### config.mk
export PLATFORM = sky130hd
export DESIGN_NAME = sdram_test_gen
export DESIGN_NICKNAME = d
export VERILOG_FILES = /design/src/rtl/sdram_test_gen.sv
export SDC_FILE = /design/constraint.sdc
export NUM_CORES = 1
export LEC_CHECK = 0
export CAP_MARGIN = 10
export CORE_ASPECT_RATIO = 0.5
export CORE_MARGIN = 4
export CORE_UTILIZATION = 33
export CTS_CLUSTER_SIZE = 24
export DETAILED_ROUTE_END_ITERATION = 7
export PLACE_DENSITY = 0.54
export SYNTH_ARGS = -nofsm -noshare
export SYNTH_HDL_FRONTEND = slang
export SYNTH_SLANG_ARGS = --single-unit
### constraint.sdc
create_clock -name clk_50m -period 3.4 [get_ports clk_50m]
set_clock_uncertainty 0.2 [all_clocks]
set_input_delay 0.51 -clock clk_50m [delete_from_list [all_inputs] [get_ports clk_50m]]
set_output_delay 0.51 -clock clk_50m [all_outputs]
set_load 0.02 [all_outputs]
### src/rtl/sdram_test_gen.sv
// SDRAM self-test pattern generator and read-back checker: write DEPTH words, wait, read back, compare, repeat.
// Optional SDRAM_TEST_ERR_INJECT_EN adds inj_err, which flips bit 0 of word 0 in the pass it is sampled at.
`timescale 1ns/1ps

module sdram_test_gen #(
    parameter int DATA_W     = 16,
    parameter int DEPTH      = 1024,
    parameter int GAP_CYC    = 64,
    parameter int SEED_SHIFT = 12
) (
    input  logic              clk_50m,
    input  logic              rst,
`ifdef SDRAM_TEST_ERR_INJECT_EN
    input  logic              inj_err,
`endif
    input  logic              init_done,
    output logic              wr_en,
    output logic [DATA_W-1:0] wr_data,
    input  logic              wr_full,
    output logic              rd_start,
    output logic              rd_en,
    input  logic              rd_empty,
    input  logic [DATA_W-1:0] rd_data,
    output logic              error_flag,
    output logic [3:0]        cycle_countor,
    output logic [15:0]       err_cnt
);

    localparam int IDX_W = (DEPTH > 1) ? $clog2(DEPTH) : 1;
    localparam int GAP_W = $clog2(GAP_CYC + 1);
    localparam logic [IDX_W-1:0] LAST_IDX = IDX_W'(DEPTH - 1);
    localparam logic [GAP_W-1:0] GAP_LAST = GAP_W'(GAP_CYC - 1);

    typedef enum logic [2:0] {IDLE, WRITE, GAP, READ, DRAIN} state_t;

    // Truncating the pass number before the shift gives the same result mod 2^DATA_W.
    function automatic logic [DATA_W-1:0] pattern(input logic [IDX_W-1:0] idx,
                                                  input logic [15:0]      pass);
        return DATA_W'(idx) + (DATA_W'(pass) << SEED_SHIFT);
    endfunction

    logic inj_bit;
`ifdef SDRAM_TEST_ERR_INJECT_EN
    assign inj_bit = inj_err;
`else
    assign inj_bit = 1'b0;
`endif

    state_t             state, state_d;
    logic [IDX_W-1:0]   wr_idx, wr_idx_d;
    logic [IDX_W-1:0]   rd_idx, rd_idx_d;
    logic [GAP_W-1:0]   gap_cnt, gap_d;
    logic [15:0]        pass_num, pass_d;
    logic [3:0]         cnt_d;
    logic               wr_en_d, rd_en_d, rd_start_d;
    logic [DATA_W-1:0]  wr_data_d;
    logic [DATA_W-1:0]  exp_data, exp_d;
    logic               exp_vld, exp_vld_d;
    logic               wr_acc, rd_acc, mismatch;

    assign wr_acc   = wr_en && !wr_full;
    assign rd_acc   = rd_en && !rd_empty;
    // exp_vld marks the cycle in which rd_data belongs to the previously accepted pop.
    assign mismatch = exp_vld && (rd_data != exp_data);

    always_comb begin
        // NOTE: every signal written here gets a default first so no path can infer a latch.
        state_d    = state;
        wr_idx_d   = wr_idx;
        rd_idx_d   = rd_idx;
        gap_d      = gap_cnt;
        pass_d     = pass_num;
        cnt_d      = cycle_countor;
        wr_data_d  = wr_data;
        rd_start_d = 1'b0;
        exp_d      = exp_data;
        exp_vld_d  = 1'b0;

        case (state)
            IDLE: begin
                if (init_done) begin
                    state_d   = WRITE;
                    wr_data_d = pattern('0, pass_num) ^ DATA_W'(inj_bit);
                end
            end
            WRITE: begin
                if (wr_acc) begin
                    if (wr_idx == LAST_IDX) begin
                        state_d = GAP;
                        gap_d   = '0;
                    end else begin
                        wr_idx_d  = wr_idx + IDX_W'(1);
                        wr_data_d = pattern(wr_idx + IDX_W'(1), pass_num);
                    end
                end
            end
            GAP: begin
                if (gap_cnt == GAP_LAST) begin
                    state_d    = READ;
                    rd_start_d = 1'b1;
                end else begin
                    gap_d = gap_cnt + GAP_W'(1);
                end
            end
            READ: begin
                if (rd_acc) begin
                    exp_d     = pattern(rd_idx, pass_num);
                    exp_vld_d = 1'b1;
                    if (rd_idx == LAST_IDX) begin
                        state_d = DRAIN;
                    end else begin
                        rd_idx_d = rd_idx + IDX_W'(1);
                    end
                end
            end
            DRAIN: begin
                // Last compare lands here; next pass starts without rechecking init_done.
                state_d   = WRITE;
                pass_d    = pass_num + 16'd1;
                cnt_d     = cycle_countor + 4'd1;
                wr_idx_d  = '0;
                rd_idx_d  = '0;
                wr_data_d = pattern('0, pass_num + 16'd1) ^ DATA_W'(inj_bit);
            end
            default: state_d = IDLE;
        endcase

        wr_en_d = (state_d == WRITE);
        rd_en_d = (state_d == READ);
    end

    always_ff @(posedge clk_50m or posedge rst) begin
        if (rst) begin
            state <= IDLE;
        end else begin
            // NOTE: sequential state uses non-blocking assignments so every flop samples pre-edge values.
            state <= state_d;
        end
    end

    always_ff @(posedge clk_50m or posedge rst) begin
        if (rst) begin
            wr_idx        <= '0;
            rd_idx        <= '0;
            gap_cnt       <= '0;
            pass_num      <= '0;
            cycle_countor <= '0;
            wr_en         <= 1'b0;
            wr_data       <= '0;
            rd_en         <= 1'b0;
            rd_start      <= 1'b0;
            exp_data      <= '0;
            exp_vld       <= 1'b0;
        end else begin
            wr_idx        <= wr_idx_d;
            rd_idx        <= rd_idx_d;
            gap_cnt       <= gap_d;
            pass_num      <= pass_d;
            cycle_countor <= cnt_d;
            wr_en         <= wr_en_d;
            wr_data       <= wr_data_d;
            rd_en         <= rd_en_d;
            rd_start      <= rd_start_d;
            exp_data      <= exp_d;
            exp_vld       <= exp_vld_d;
        end
    end

    always_ff @(posedge clk_50m or posedge rst) begin
        if (rst) begin
            error_flag <= 1'b0;
            err_cnt    <= '0;
        end else if (mismatch) begin
            error_flag <= 1'b1;
            if (err_cnt != 16'hFFFF) begin
                err_cnt <= err_cnt + 16'd1;
            end
        end
    end

endmodule

==> run metrics <==
reg2reg start=err_cnt[0]; setup TNS=0 ps; DIE WIDTH=166 um; core area=0.0120 mm2; net count reported at finish=461; mean post-synth cell area=11.0 um2; Cell variety after synth=48; Final Routed Wirelength=8.28 mm; Power Total=2.42 mW; htree depth=3; CP Capture Type=flop; antenna violations before repair=0; Period minus WS final=2470 ps; Syn Inst Count=372; mapped cell area=0.00410 mm2; post-cts repair resize count=0; Req. time, crit path=3420 ps; Max Cap Viol=0; capturing point of the worst reg2reg path=err_cnt[1]; multi-input combinational cell area=0.00183 mm2; final core utilization=43.3%; Tot GR Track Use=11.9%; global placer's final weighted congestion=0.784; vias per cell=4.77; layout cells sized above 1=12.8%; Die Area=0.0144 mm2; DP Area=0.00487 mm2; Via Count=2881; Hold WC Path Type=flop to flop; Max stage delay on crit path=460 ps; Slew headroom=57.7%; R2R depth=6; Initial DRT Pass Iterations=4; Area Overhead vs Synth=26.6%; # diodes=0; CTS sink count=87; Final Cell Area=0.00519 mm2; WHS Endpoint=cycle_countor[3]; final number of hold-violating endpoints=0; most frequent cells in the layout=dfrtp_1, clkdlybuf4s50_1, xor2_1, nand2_1, nor2_1; Seq/Total Area, Yosys=53.1%; Pins Over Slew Limit=0; DRT iter0 DRCs=123; hold depth=1; CTS Buf Count=9; clock-pin slew on the worst setup and hold paths=60 ps; most common cell after layout, fill and taps aside=dfrtp_1; Critical Path AT=2480 ps; height of the die=86.8 um; initial core utilization=34.2%; PD cells=465 mW/mm2; CP max stage cell=o21ai_4; routed len/inst=13.7 um; Storage cell area=0.00218 mm2; R2R setup slack=1090 ps; most used flip-flop cell after synthesis=dfrtp_1; critical path class=input pin to flop; CP startpoint=rd_data[3]; Pleak=2.44 nW; Antenna Nets Post-Route=0; CP Launch Type=input pin; CTS Hold Buffers Added=0; Filler Cell Count=1174; Final HPWL DP=5.86 mm; CTS root buf=clkbuf_16; Inst Count DP=588; Setup-failing EPs final=0; f_max=406 MHz; fin crit share=72.5%; status=finished, final reports clean; post-synthesis async set-or-reset flop share=100%; Yosys warnings=0; maximum vdd ir drop=0.236 mV; RSZ-0062 raised after global routing=no; largest net degree at the start of global routing=50; CTS Buffer Depth=2; Post-route DRC=0; first-pass GRT wire length=14.0 mm; vias in the first global route=2832; Final Non-Filler Cells=604; register bit count reported by yosys=87; CP Cell Sequence=clkdlybuf4s50_1, xor2_1, nor4_1, nand4_1, o21ai_4, nor2_2, mux2_4; worst-margin pin slew=635 ps; row count=28; EDFF count, synth=0; input/output buffers=58; total gr overflow=0; TritonCTS clock tree=built; post-CTS setup buffers=0; worst skew pair latency=340 ps; hold path startpoint=cycle_countor[3]; Worst Path Max Fanout=16; I/O pin cnt=61
-- per-stage QoR --
step | setup slack, ps | hold slack, ps
final | 935 | 275
after global placement | 653 | 261
after floorplan | 440 | 260
after global routing | 860 | 298
after detailed placement | 609 | 269
after CTS | 944 | 282
-- registers in the layout (all words and copies together) (netlist names), 3 cells and up --
signal / flops
err_cnt: 16
exp_data: 14
wr_data: 14
rd_idx: 10
wr_idx: 10
gap_cnt: 7
cycle_countor: 4
pass_num: 4
state: 3
-- synth_stat cells, types with 2 or more instances --
library cell / count / area [um2]
nand3_1: 22 / 110
buf_6: 2 / 22.5
and3_1: 10 / 62.6
a21oi_1: 5 / 25.0
clkbuf_1: 2 / 7.51
o21ai_0: 15 / 75.1
dfrtp_1: 87 / 2180
nor2_1: 29 / 109
and2_1: 3 / 18.8
inv_1: 6 / 22.5
nor2b_1: 2 / 12.5
buf_4: 3 / 22.5
mux2_2: 18 / 203
nor3_2: 3 / 30.0
nand2b_1: 3 / 18.8
nor3_1: 10 / 50.1
ha_1: 6 / 75.1
buf_2: 6 / 30.0
a31o_2: 2 / 17.5
or3_1: 2 / 12.5
and4_1: 7 / 61.3
a21o_1: 8 / 60.1
xnor2_1: 19 / 166
nand2_1: 29 / 109
nor4_1: 6 / 37.5
xor2_1: 35 / 307
nand4_1: 11 / 68.8
-- logic make-up after synthesis --
kind of cell,Yosys count,share of synthesized area (%)
xor gates and xnor gates,54,11.5
AOI/OAI and AO/OA,40,6.59
buffers and inverters,20,2.65
adders and majority gates,6,1.83
and+or+nand+nor,145,18.9
other,1,0.0914
muxes,19,5.31
DFF,87,53.1
-- layout make-up --
class / instances / area share [%]
Clock buffer: 9 / 4.34
Sequential cell: 87 / 41.9
Tap cell: 165 / 3.98
Timing Repair Buffer: 64 / 12.3
Clock inverter: 7 / 1.86
Multi-Input combinational cell: 266 / 35.2
Inverter: 6 / 0.458
-- worst max-delay path: cells and delay by family --
family | cells | cell delay, ps
AND/OR/NAND/NOR | 3 | 600
AO/OA/AOI/OAI | 1 | 460
buffers and inverters | 1 | 420
multiplexers | 1 | 320
XOR/XNOR | 1 | 170
-- report_power, final --
part           internal (mW)  leakage [nW]  switching (mW)
Combinational          0.113          1.11           0.120
Sequential              1.09          1.18          0.0444
Clock                  0.644         0.148           0.407
-- how the worst max path moves through the flow --
stage                       end  slack (ps)  depth (start not counted)
2_1_floorplan  cycle_countor[0]         440                          1
3_3_place_gp         err_cnt[1]         650                          7
3_5_place_dp         err_cnt[1]         610                          7
4_1_cts              err_cnt[1]         940                          7
5_1_grt              err_cnt[1]         860                          7
6_report             err_cnt[1]         930                          7
-- layer usage --
layer / vias up / wire length, um / share of wire [%] / global-route usage (%)
met5: - / 0 / 0 / 0
met4: 0 / 97 / 1.2 / 3.37
met3: 9 / 249 / 3.0 / 2.82
met2: 37 / 3820 / 46 / 19.0
met1: 1414 / 4110 / 50 / 16.3
li1: 1421 / - / - / -
Note: power is estimated with default switching activity, not from simulation.
